File: src/rtl/decode_pkg.sv
// Shared decode types: immediate-select encoding, opcode constants and the
// per-instruction decoded-field bundle carried alongside each held entry.
package decode_pkg;

  // Immediate-type select consumed by immGen.
  typedef enum logic [2:0] {
    IMM_U    = 3'b000,
    IMM_J    = 3'b001,
    IMM_I    = 3'b010,
    IMM_B    = 3'b011,
    IMM_S    = 3'b100,
    IMM_NONE = 3'b111
  } imm_type_e;

  // Major opcodes (inst[6:0]).
  localparam logic [6:0] OPC_LUI       = 7'b0110111;
  localparam logic [6:0] OPC_AUIPC     = 7'b0010111;
  localparam logic [6:0] OPC_JAL       = 7'b1101111;
  localparam logic [6:0] OPC_JALR      = 7'b1100111;
  localparam logic [6:0] OPC_BRANCH    = 7'b1100011;
  localparam logic [6:0] OPC_LOAD      = 7'b0000011;
  localparam logic [6:0] OPC_STORE     = 7'b0100011;
  localparam logic [6:0] OPC_OP_IMM    = 7'b0010011;
  localparam logic [6:0] OPC_OP_IMM_32 = 7'b0011011;
  localparam logic [6:0] OPC_OP        = 7'b0110011;
  localparam logic [6:0] OPC_OP_32     = 7'b0111011;
  localparam logic [6:0] OPC_MISC_MEM  = 7'b0001111;
  localparam logic [6:0] OPC_SYSTEM    = 7'b1110011;

  // Decoded fields stored with every held instruction.
  typedef struct packed {
    imm_type_e  imm_type;
    logic [4:0] rs1;
    logic [4:0] rs2;
    logic [4:0] rd;
    logic       uses_rs1;
    logic       uses_rs2;
    logic       writes_rd;
    logic       illegal;
  } decoded_t;

  // Value of the decoded fields while nothing has been captured since reset.
  localparam decoded_t DECODED_RESET = '{
    imm_type:  IMM_NONE,
    rs1:       5'd0,
    rs2:       5'd0,
    rd:        5'd0,
    uses_rs1:  1'b0,
    uses_rs2:  1'b0,
    writes_rd: 1'b0,
    illegal:   1'b0
  };

endpackage

File: src/rtl/inst_decode_stage_if.sv
// Fetch-side and decode-side bus of the decode stage.
//
// Handshake: a beat transfers on a rising edge where valid and ready are both
// high. A producer holding valid=1 keeps its payload stable until the beat
// transfers; ready never depends combinationally on valid on the same side.
interface inst_decode_stage_if #(
  parameter int XLEN = 64
);
  import decode_pkg::*;

  // fetch -> decode
  logic            in_valid;
  logic            in_ready;
  logic [XLEN-1:0] in_pc;
  logic [31:0]     in_inst;

  // decode -> immGen / register-file read
  logic            out_valid;
  logic            out_ready;
  logic [XLEN-1:0] out_pc;
  logic [31:0]     out_inst;
  imm_type_e       imm_gen_type;
  logic [4:0]      rs1;
  logic [4:0]      rs2;
  logic [4:0]      rd;
  logic            uses_rs1;
  logic            uses_rs2;
  logic            writes_rd;
  logic            illegal;

  // Environment view: drives fetch payload and downstream ready.
  modport master (
    output in_valid, in_pc, in_inst, out_ready,
    input  in_ready, out_valid, out_pc, out_inst, imm_gen_type,
           rs1, rs2, rd, uses_rs1, uses_rs2, writes_rd, illegal
  );

  // Decode stage view.
  modport slave (
    input  in_valid, in_pc, in_inst, out_ready,
    output in_ready, out_valid, out_pc, out_inst, imm_gen_type,
           rs1, rs2, rd, uses_rs1, uses_rs2, writes_rd, illegal
  );

endinterface

File: src/rtl/inst_classify.sv
// Purely combinational opcode classifier: raw instruction -> decoded fields.
module inst_classify
  import decode_pkg::*;
(
  input  logic [31:0] inst,
  output decoded_t    dec
);

  logic [6:0] opcode;
  logic       unused_funct;

  assign opcode       = inst[6:0];
  // funct7 bits do not influence classification.
  assign unused_funct = ^inst[31:25];

  // Classify opcode into immediate type and operand/destination usage.
  always_comb begin
    dec           = DECODED_RESET;
    dec.rs1       = inst[19:15];
    dec.rs2       = inst[24:20];
    dec.rd        = inst[11:7];
    if (inst[1:0] != 2'b11) begin
      dec.illegal = 1'b1;
    end else begin
      case (opcode)
        OPC_LUI, OPC_AUIPC: begin
          dec.imm_type  = IMM_U;
          dec.writes_rd = 1'b1;
        end
        OPC_JAL: begin
          dec.imm_type  = IMM_J;
          dec.writes_rd = 1'b1;
        end
        OPC_JALR, OPC_LOAD, OPC_OP_IMM, OPC_OP_IMM_32, OPC_SYSTEM: begin
          dec.imm_type  = IMM_I;
          dec.uses_rs1  = 1'b1;
          dec.writes_rd = 1'b1;
        end
        OPC_MISC_MEM: begin
          dec.imm_type = IMM_I;
        end
        OPC_BRANCH: begin
          dec.imm_type = IMM_B;
          dec.uses_rs1 = 1'b1;
          dec.uses_rs2 = 1'b1;
        end
        OPC_STORE: begin
          dec.imm_type = IMM_S;
          dec.uses_rs1 = 1'b1;
          dec.uses_rs2 = 1'b1;
        end
        OPC_OP, OPC_OP_32: begin
          dec.imm_type  = IMM_NONE;
          dec.uses_rs1  = 1'b1;
          dec.uses_rs2  = 1'b1;
          dec.writes_rd = 1'b1;
        end
        default: begin
          dec.illegal = 1'b1;
        end
      endcase
    end
    // x0 is never a real destination.
    if (dec.rd == 5'd0) begin
      dec.writes_rd = 1'b0;
    end
  end

endmodule

File: src/rtl/inst_decode_stage.sv
// Decode pipeline stage: classifies fetched instructions and presents them,
// registered, to immGen and register-file read. A main output register plus
// one skid register keep one instruction per cycle flowing under backpressure
// while in_ready stays a pure register output.
module inst_decode_stage
  import decode_pkg::*;
#(
  parameter int              XLEN         = 64,
  parameter logic [XLEN-1:0] RESET_PC_TAG = '0
) (
  input  logic                 clk,
  input  logic                 reset,
  input  logic                 flush,
  inst_decode_stage_if.slave   bus
);

  decoded_t        in_dec;

  logic            main_valid;
  logic [XLEN-1:0] main_pc;
  logic [31:0]     main_inst;
  decoded_t        main_dec;

  logic            skid_valid;
  logic [XLEN-1:0] skid_pc;
  logic [31:0]     skid_inst;
  decoded_t        skid_dec;

  logic            in_fire;
  logic            out_fire;

  // Decode happens on the input side so the skid entry carries its fields too.
  inst_classify u_classify (
    .inst (bus.in_inst),
    .dec  (in_dec)
  );

  assign in_fire  = bus.in_valid & ~skid_valid;
  assign out_fire = main_valid & bus.out_ready;

  // Main/skid occupancy and payload movement; flush beats every transfer.
  always_ff @(posedge clk or posedge reset) begin
    if (reset) begin
      main_valid <= 1'b0;
      main_pc    <= RESET_PC_TAG;
      main_inst  <= '0;
      main_dec   <= DECODED_RESET;
      skid_valid <= 1'b0;
      skid_pc    <= RESET_PC_TAG;
      skid_inst  <= '0;
      skid_dec   <= DECODED_RESET;
    end else if (flush) begin
      main_valid <= 1'b0;
      skid_valid <= 1'b0;
    end else if (!main_valid || out_fire) begin
      // Main is free this edge: the older skid entry goes first.
      if (skid_valid) begin
        main_valid <= 1'b1;
        main_pc    <= skid_pc;
        main_inst  <= skid_inst;
        main_dec   <= skid_dec;
        skid_valid <= 1'b0;
      end else if (in_fire) begin
        main_valid <= 1'b1;
        main_pc    <= bus.in_pc;
        main_inst  <= bus.in_inst;
        main_dec   <= in_dec;
      end else begin
        main_valid <= 1'b0;
      end
    end else if (in_fire) begin
      // Main is stalled: park the accepted input in the skid register.
      skid_valid <= 1'b1;
      skid_pc    <= bus.in_pc;
      skid_inst  <= bus.in_inst;
      skid_dec   <= in_dec;
    end
  end

  assign bus.in_ready     = ~skid_valid;
  assign bus.out_valid    = main_valid;
  assign bus.out_pc       = main_pc;
  assign bus.out_inst     = main_inst;
  assign bus.imm_gen_type = main_dec.imm_type;
  assign bus.rs1          = main_dec.rs1;
  assign bus.rs2          = main_dec.rs2;
  assign bus.rd           = main_dec.rd;
  assign bus.uses_rs1     = main_dec.uses_rs1;
  assign bus.uses_rs2     = main_dec.uses_rs2;
  assign bus.writes_rd    = main_dec.writes_rd;
  assign bus.illegal      = main_dec.illegal;

endmodule

File: src/flat_wrapper.sv
// flat-port wrapper written by rule: the top's interface ports become plain ports
module inst_decode_stage_flat import decode_pkg::*;
#(
  parameter int              XLEN         = 64,
  parameter logic [XLEN-1:0] RESET_PC_TAG = '0
)
  (clk, reset, flush, bus_in_valid, bus_in_pc, bus_in_inst, bus_out_ready, bus_in_ready, bus_out_valid, bus_out_pc, bus_out_inst, bus_imm_gen_type, bus_rs1, bus_rs2, bus_rd, bus_uses_rs1, bus_uses_rs2, bus_writes_rd, bus_illegal);
  inst_decode_stage_if #(.XLEN(XLEN)) bus_i ();
  input  logic clk;
  input  logic reset;
  input  logic flush;
  input wire logic [$bits(bus_i.in_valid)-1:0] bus_in_valid;
  input wire logic [$bits(bus_i.in_pc)-1:0] bus_in_pc;
  input wire logic [$bits(bus_i.in_inst)-1:0] bus_in_inst;
  input wire logic [$bits(bus_i.out_ready)-1:0] bus_out_ready;
  output wire logic [$bits(bus_i.in_ready)-1:0] bus_in_ready;
  output wire logic [$bits(bus_i.out_valid)-1:0] bus_out_valid;
  output wire logic [$bits(bus_i.out_pc)-1:0] bus_out_pc;
  output wire logic [$bits(bus_i.out_inst)-1:0] bus_out_inst;
  output wire logic [$bits(bus_i.imm_gen_type)-1:0] bus_imm_gen_type;
  output wire logic [$bits(bus_i.rs1)-1:0] bus_rs1;
  output wire logic [$bits(bus_i.rs2)-1:0] bus_rs2;
  output wire logic [$bits(bus_i.rd)-1:0] bus_rd;
  output wire logic [$bits(bus_i.uses_rs1)-1:0] bus_uses_rs1;
  output wire logic [$bits(bus_i.uses_rs2)-1:0] bus_uses_rs2;
  output wire logic [$bits(bus_i.writes_rd)-1:0] bus_writes_rd;
  output wire logic [$bits(bus_i.illegal)-1:0] bus_illegal;
  assign bus_i.in_valid = bus_in_valid;
  assign bus_i.in_pc = bus_in_pc;
  assign bus_i.in_inst = bus_in_inst;
  assign bus_i.out_ready = bus_out_ready;
  assign bus_in_ready = bus_i.in_ready;
  assign bus_out_valid = bus_i.out_valid;
  assign bus_out_pc = bus_i.out_pc;
  assign bus_out_inst = bus_i.out_inst;
  assign bus_imm_gen_type = bus_i.imm_gen_type;
  assign bus_rs1 = bus_i.rs1;
  assign bus_rs2 = bus_i.rs2;
  assign bus_rd = bus_i.rd;
  assign bus_uses_rs1 = bus_i.uses_rs1;
  assign bus_uses_rs2 = bus_i.uses_rs2;
  assign bus_writes_rd = bus_i.writes_rd;
  assign bus_illegal = bus_i.illegal;
  inst_decode_stage #(.XLEN(XLEN), .RESET_PC_TAG(RESET_PC_TAG)) u_core (.clk(clk), .reset(reset), .flush(flush), .bus(bus_i));
endmodule
File: config.mk
export PLATFORM = sky130hd
export DESIGN_NAME = inst_decode_stage_flat
export DESIGN_NICKNAME = d
export VERILOG_FILES = /design/src/rtl/decode_pkg.sv /design/src/rtl/inst_decode_stage_if.sv /design/src/rtl/inst_classify.sv /design/src/rtl/inst_decode_stage.sv /design/src/flat_wrapper.sv
export SDC_FILE = /design/constraint.sdc
export NUM_CORES = 1
export LEC_CHECK = 0
export BUFFER_PORTS_ARGS = -buffer_cell sky130_fd_sc_hd__buf_2
export CAP_MARGIN = 30
export CORE_UTILIZATION = 30
export DETAILED_ROUTE_END_ITERATION = 8
export MAX_ROUTING_LAYER = met4
export PLACE_DENSITY_LB_ADDON = 0.2
export SETUP_SLACK_MARGIN = 0.02
export SLEW_MARGIN = 40
export SYNTH_ARGS = -nofsm -noshare
export SYNTH_HDL_FRONTEND = slang
export SYNTH_HIERARCHICAL = 1
export SYNTH_SLANG_ARGS = --single-unit
File: constraint.sdc
create_clock -name clk -period 11.4 [get_ports clk]
set_clock_uncertainty 0.2 [all_clocks]
set_input_delay 1.14 -clock clk [delete_from_list [all_inputs] [get_ports clk]]
set_output_delay 1.14 -clock clk [all_outputs]
set_load 0.1 [all_outputs]
## Yosys cells after proc, flatten, opt, wreduce, memory -nomap -nowiden

Index checks and enable logic that the tools add are counted.

| cells by class | value |
|---|---|
| equal/unequal tests | 14 |
| muxes and demuxes | 22 |
| bitwise operators | 5 |
| reductions and logical operators | 14 |

Operators by type and width:

| kind | count |
|---|---|
| $mux 64 | 2 |
| $mux 32 | 2 |
| $mux 22 | 2 |
| $eq 7x6->1 const B | 4 |
| $eq 7x7->1 const B | 4 |
| $eq 7x5->1 const B | 3 |
| $pmux 3 s5 | 1 |
| $mux 1 | 13 |
| $reduce_or 13->1 | 1 |
| $reduce_or 10->1 | 1 |
| $reduce_or 9->1 | 1 |
| $eq 7x2->1 const B | 1 |
| $eq 7x4->1 const B | 1 |
| $mux 3 | 2 |
| $reduce_and 3->1 | 2 |
| $reduce_or 6->1 | 1 |
| $logic_not 5->1 | 1 |
| $reduce_bool 2->1 | 2 |
| $reduce_or 4->1 | 1 |
| $not 1->1 | 3 |
| $reduce_bool 3->1 | 1 |
| $and 1x1->1 | 2 |
| $ne 2x2->1 const B | 1 |
| $reduce_or 2->1 | 1 |
| other kinds (2) | 2 |

| word-level totals | value |
|---|---|
| register bits | 238 |
| word-level logic and storage cells | 77 |

## Logic depth before layout (Yosys ltp)

Gate-level depths: netlist of the first run.

| depth | value |
|---|---|
| word-level depth | 7 |
| mapped depth | 7 |
| gate-level depth less buffers | 6 |

## Modules after synthesis

The synthesis of the first run kept the hierarchy.

Modules (own cells, without submodules):

| module | instances | cells each | area an instance (µm²) | sequential area each (µm²) |
|---|---|---|---|---|
| inst_decode_stage | 1 | 641 | 10410.0 | 5963.2 |
| inst_classify | 1 | 62 | 392.9 | 0.0 |

## Worst setup path before layout of the first run

OpenSTA, ideal clock, no wires.

| timing | value |
|---|---|
| kind | input-to-reg |
| from | in bus_in_inst[2] |
| to | reg u_core.main_dec (netlist bit u_core/bus.imm_gen_type[0]) |
| library setup time | 0.082 ns |
| arrival | 2.588 ns |
| data required time | 11.118 ns |
| slack | 8.530 ns |
| cell stages on the path | 7 |
| buffers on the path | 1 |
| path through | buf_6 -> nor2b_1 -> or2_0 -> or3_1 -> a31o_1 -> mux2_2 -> mux2_4 |

RTL lines:

| item | RTL line | source |
|---|---|---|
| start: declaration | flat_wrapper.sv:14 | `input wire logic [$bits(bus_i.in_inst)-1:0] bus_in_inst;` |
| end signal: assignment | inst_decode_stage.sv:61 | `main_dec <= skid_dec;` |
| end signal: assignment | inst_decode_stage.sv:67 | `main_dec <= in_dec;` |
| end: declaration | inst_decode_stage.sv:22 | `decoded_t main_dec;` |

## Final worst setup path of the first run

| timing | value |
|---|---|
| from | reg u_core.skid_valid |
| to | out bus_in_ready |

| between the ends | value |
|---|---|
| cells in the longest elaborated chain, start to end | 1 |

RTL lines:

| item | RTL line | source |
|---|---|---|
| start: declaration | inst_decode_stage.sv:24 | `logic skid_valid;` |
| start signal: assignment | inst_decode_stage.sv:48 | `skid_valid <= 1'b0;` |
| start signal: assignment | inst_decode_stage.sv:54 | `skid_valid <= 1'b0;` |
| start signal: assignment | inst_decode_stage.sv:62 | `skid_valid <= 1'b0;` |
| $not 1->1 | inst_decode_stage.sv:80 | `assign bus.in_ready = ~skid_valid;` |
| end: declaration | flat_wrapper.sv:16 | `output wire logic [$bits(bus_i.in_ready)-1:0] bus_in_ready;` |

No other way between the ends.

==> results.yml, run 1 <==
placed_design:
  dpl.hpwl_mm: 15.1
  routabilityCongestion: 0.729
  port_buffers: 220
synthesis:
  syn-instance-count: 703
  ys_types: 34
  seq_area_frac_synth: 0.552
  ys_warn_count: 6
  syn_avg_cell_area_um2: 15.4
  synth_nets: 804
  synth_edf_count: 0
  syn_area_mm2: 0.0108
  ys_ff_latch: 238
  synthFlopType: "dfrtp_1"
  synth-async-reset-ratio: 1.00
worst_setup_path:
  worstPathMaxFanout: 50
  crit_path_end_kind: "output pin"
  critical_path.top_delay_family: "buffers and inverters"
  reg2reg_setup_slack_ps: 8100
  path_buf_inv: 3
  crit_chain: "buf_4 > inv_1 > buf_2"
  slowest_delay_ps: 770
  worst_setup_path_start_kind: "flop"
  crit_required_ps: 10060
  path_class: "flop to output pin"
  arrival_ps: 2450
  critPathSlowestCell: "dfrtp_4"
clock_tree:
  clk_path_buf_depth: 3
  cts.htree.levels: 1
  cts_setup_buffers: 0
  cts_buffers: 29
  cts.sinks: 238
  cts.reportedPaths.clkPinSlew_ps: 60
  cts_root_buf: "clkbuf_16"
  tritoncts: "built"
  insertion_delay_ps: 550
  cts_hold_buf: 0
  cts_resized: 0
floorplan:
  dieArea_mm2: 0.0368
  dieHeight_um: 192
  pin_count: 221
  start_util: 0.304
  core-area_mm2: 0.0355
  die_w_um: 192
  rows: 69
routing:
  vias_per_cell: 4.47
  first_pass_iters: 4
  post_drt_wl_per_cell_um: 17.2
  drt-initial-drc-count: 118
  routed-via-count: 6237
  drt_wl_total_mm: 24.0
  drc: 0
  ant_nets: 0
timing:
  grt_setup_unrepaired: "false"
  worst_slew_pin_slew_ps: 742
  final_hold_viol_count: 0
  tns_ps: 0
  setup_viol: 0
  timing.slew.headroom: 0.506
  fmax_ghz: 0.264
  slew_viol_final: 0
  finalCritPeriodShare: 0.333
  period_needed_ps: 3790
grt:
  grt_max_degree: 98
  grt_pass1_vias: 6495
  grt_pass1_wl_mm: 37.3
  grt.total_usage: 0.134
  antenna_found_initial: 5
  grt-ovfl-total: 0
cells_and_area:
  nNetsFinal: 1007
  most-common-layout-cells: "mux2_2, dfrtp_1, buf_2, mux2_4, clkbuf_16"
  area_growth_pct: 22.0
  final_common_cell: "mux2_2"
  drive_gt1_frac: 0.689
power:
  p_per_area_mw_per_mm2: 228
  p_leak_nw: 5.96
  power.total_mw: 3.01
  peakVddDrop_uv: 127
hold_path:
  hold_path_class: "flop to flop"
flow_run:
  max-cap-violations: 0
run_status:
  outcome: "complete, no violations"
==> synthesized netlist by cell type, types with 2 or more instances <==
master | number | area share
inv_1 | 5 | 0.0017
o21ai_1 | 2 | 0.00093
a22oi_1 | 2 | 0.0014
o22ai_1 | 2 | 0.0012
nand2_1 | 5 | 0.0017
o21ai_0 | 2 | 0.00093
nand3_1 | 3 | 0.0014
buf_2 | 30 | 0.014
a21oi_1 | 5 | 0.0023
buf_4 | 16 | 0.011
nor2_1 | 6 | 0.0021
nor2b_1 | 4 | 0.0023
buf_6 | 10 | 0.010
mux2_2 | 315 | 0.33
dfrtp_1 | 232 | 0.54
nand2b_1 | 2 | 0.0012
mux2_4 | 40 | 0.056
dfstp_2 | 6 | 0.015
==> stage by stage <==
stage	util	hold WS [ps]	setup slack [ps]	instance area [um^2]	cells
after floorplan	-	274	3540	10800	703
after global placement	0.344	282	7360	12200	1336
after detailed placement	0.344	287	7320	12200	1336
after CTS	0.371	301	7490	13200	1390
after global routing	0.371	306	7430	13200	1395
final	0.371	298	7610	13200	1395
==> registers in the layout, summed over array words and instances (netlist names), 3 cells and up <==
register and flops:
u_core/bus.out_pc 64, u_core/bus.rs1 5, u_core/skid_inst 32, u_core/skid_pc 64
u_core/bus.out_inst 32, u_core/bus.imm_gen_type 3, u_core/bus.rs2 5, u_core/bus.rd 5
u_core/skid_dec 22
==> final timing paths <==
check	startpoint	to	cells after the start
setup / recovery	u_core/skid_valid	bus_in_ready	3
hold / removal	u_core/bus.out_pc[53]	u_core/bus.out_pc[53]	1
setup reg to reg	u_core/skid_valid	u_core/skid_inst[24]	5
hold reg to reg	u_core/bus.out_pc[53]	u_core/bus.out_pc[53]	1
max in group asynchronous	reset	u_core/skid_inst[25]	3
min in group asynchronous	reset	u_core/skid_pc[44]	2
==> routing by layer <==
layer | wire, um | global-route usage
met5 | 0 | -
met4 | 448 | 0.0302
met3 | 1680 | 0.0464
met2 | 11300 | 0.211
met1 | 10600 | 0.164
==> power breakdown <==
part	switching [mW]	total [mW]	internal (mW)	leakage (nW)
Sequential	0.0854	1.12	1.03	2.86
Clock	0.356	0.922	0.566	0.475
Combinational	0.723	0.972	0.249	2.63
Total	1.16	3.01	1.85	5.96
==> cell type report <==
type                       count  area [um^2]
inverter                       5         26.3
fill                        3430        22300
timing repair buffer         229         1180
tap                          461          577
sequential                   238         5970
clock buffer                  47          873
multi-input combinational    403         4450
antenna                        5         12.5
clock inverter                 7         92.6
==> cells by family after synthesis <==
kind of cell | share of synthesized area
buffers and inverters | 0.0375
muxes | 0.384
AOI/OAI and AO/OA | 0.0107
DFF | 0.552
and+or+nand+nor | 0.0159
No activity file was read; power rests on OpenSTA's default activity.
==> run 2, diff against run 1 <==
Clock period 11.4 ns to 3.9 ns, I/O delays scaled along.
==> results.yml, run 2 (synthesized netlist as in run 1, its figures left out) <==
timing:
  period_needed_ps: 2560
  final_hold_viol_count: 0
  whs_ps: 38.4
  slew_viol_final: 0
  finalCritPeriodShare: 0.656
  worst_slew_pin_slew_ps: 753
  grt_setup_unrepaired: "false"
  fmax_ghz: 0.391
  tns_ps: 0
  timing.slew.headroom: 0.498
  setup_viol: 0
routing:
  first_pass_iters: 4
  drc: 0
  drt_wl_total_mm: 24.1
  post_drt_wl_per_cell_um: 16.2
  ant_nets: 0
  drt-initial-drc-count: 138
  vias_per_cell: 4.49
  routed-via-count: 6680
placed_design:
  routabilityCongestion: 0.687
  dpl-instance-area_mm2: 0.0122
  dpl.hpwl_mm: 14.7
  port_buffers: 220
clock_tree:
  cts_buffers: 29
  tritoncts: "built"
  cts.sinks: 238
  cts_root_buf: "clkbuf_16"
  cts_resized: 0
  insertion_delay_ps: 550
  cts.reportedPaths.clkPinSlew_ps: 60
  cts_setup_buffers: 0
  cts.htree.levels: 1
  clk_path_buf_depth: 3
floorplan:
  start_util: 0.304
  pin_count: 221
  rows: 69
  dieHeight_um: 192
  dieArea_mm2: 0.0368
  core-area_mm2: 0.0355
  die_w_um: 192
grt:
  grt_pass1_vias: 7001
  antenna_found_initial: 1
  grt.total_usage: 0.135
  grt-ovfl-total: 0
  grt_pass1_wl_mm: 38.3
  grt_max_degree: 121
worst_setup_path:
  reg2reg_depth: 4
  critPathSlowestCell: "buf_6"
  arrival_ps: 1970
  worst_setup_path_start_kind: "flop"
  slowest_delay_ps: 580
  crit_path_end_kind: "output pin"
  crit_chain: "buf_6 > inv_1 > buf_2"
  reg2reg_setup_slack_ps: 1720
  crit_required_ps: 3310
  path_class: "flop to output pin"
  worstPathMaxFanout: 72
cells_and_area:
  most-common-layout-cells: "mux2_2, dfrtp_1, buf_2, dlygate4sd3_1, mux2_4"
  area_growth_pct: 31.4
  drive_gt1_frac: 0.623
  design_area_mm2: 0.0142
  n_fill_cell: 3337
  final_util: 0.400
  final_common_cell: "mux2_2"
  nNetsFinal: 1105
power:
  p_per_area_mw_per_mm2: 626
  peakVddDrop_uv: 375
  p_leak_nw: 6.37
hold_path:
  hold_path_class: "primary input to flop"
  hold_depth: 2
run_status:
  outcome: "complete, no violations"
flow_run:
  max-cap-violations: 0
run 2: cell types whose count changed in the layout (fill, tap and decap cells not counted), sizes merged:
cell         delta
dlygate4sd3    +98
diode           -4
clkinvlp        +3
clkinv          -2
inv             -1
run 2: report_power, final:
part / internal (mW) / total (mW) / leakage (nW) / switching, mW
combinational: 0.795 / 2.93 / 3.05 / 2.13
sequential: 3.01 / 3.26 / 2.86 / 0.244
clock: 1.65 / 2.71 / 0.468 / 1.05
run 2: critical path: cells and delay by family (launching register included):
kind | cells | cell delay, ps
flip-flops | 1 | 430
buffers and inverters | 3 | 990
run 2: worst paths after layout:
check                                        to           startpoint
hold / removal              u_core/skid_inst[2]       bus_in_inst[2]
setup reg to reg           u_core/skid_inst[15]    u_core/skid_valid
hold reg to reg             u_core/skid_dec[17]  u_core/skid_dec[17]
max in group asynchronous     u_core/skid_valid                reset
min in group asynchronous    u_core/skid_pc[19]                reset
setup / recovery                   bus_in_ready    u_core/skid_valid
run 2: per-layer routing:
layer	up-vias	routed length (um)	global-route usage
li1	3142	-	-
met1	3346	10800	0.167
met2	152	11200	0.212
met3	40	1590	0.0376
met4	0	465	0.0418
met5	-	0	-
run 2: final cells by class:
| type | instances | area [um^2] | area share |
|---|---|---|---|
| diodes | 1 | 2.50 | 0.000176 |
| repair buffers | 327 | 2200 | 0.155 |
| inverters | 5 | 22.5 | 0.00159 |
| flip-flops and latches | 238 | 5970 | 0.420 |
| clock inverters | 7 | 93.8 | 0.00661 |
| multi-input cells | 403 | 4450 | 0.314 |
| clock buffers | 47 | 873 | 0.0615 |
| well taps | 461 | 577 | 0.0406 |
run 2: what timing repair did:
item	4_1_cts	5_1_grt
endpoints found under the hold margin	217	0
endpoints found under the setup margin	0	0
hold buffers	98	0
run 2: per-stage QoR:
step | cells | power (mW) | setup WS, ps
after floorplan | 703 | 5.66 | 195
after global placement | 1336 | 6.14 | 1600
after detailed placement | 1336 | 6.17 | 1590
after CTS | 1488 | 9.04 | 1240
after global routing | 1489 | 9.29 | 1200
final | 1489 | 8.89 | 1340
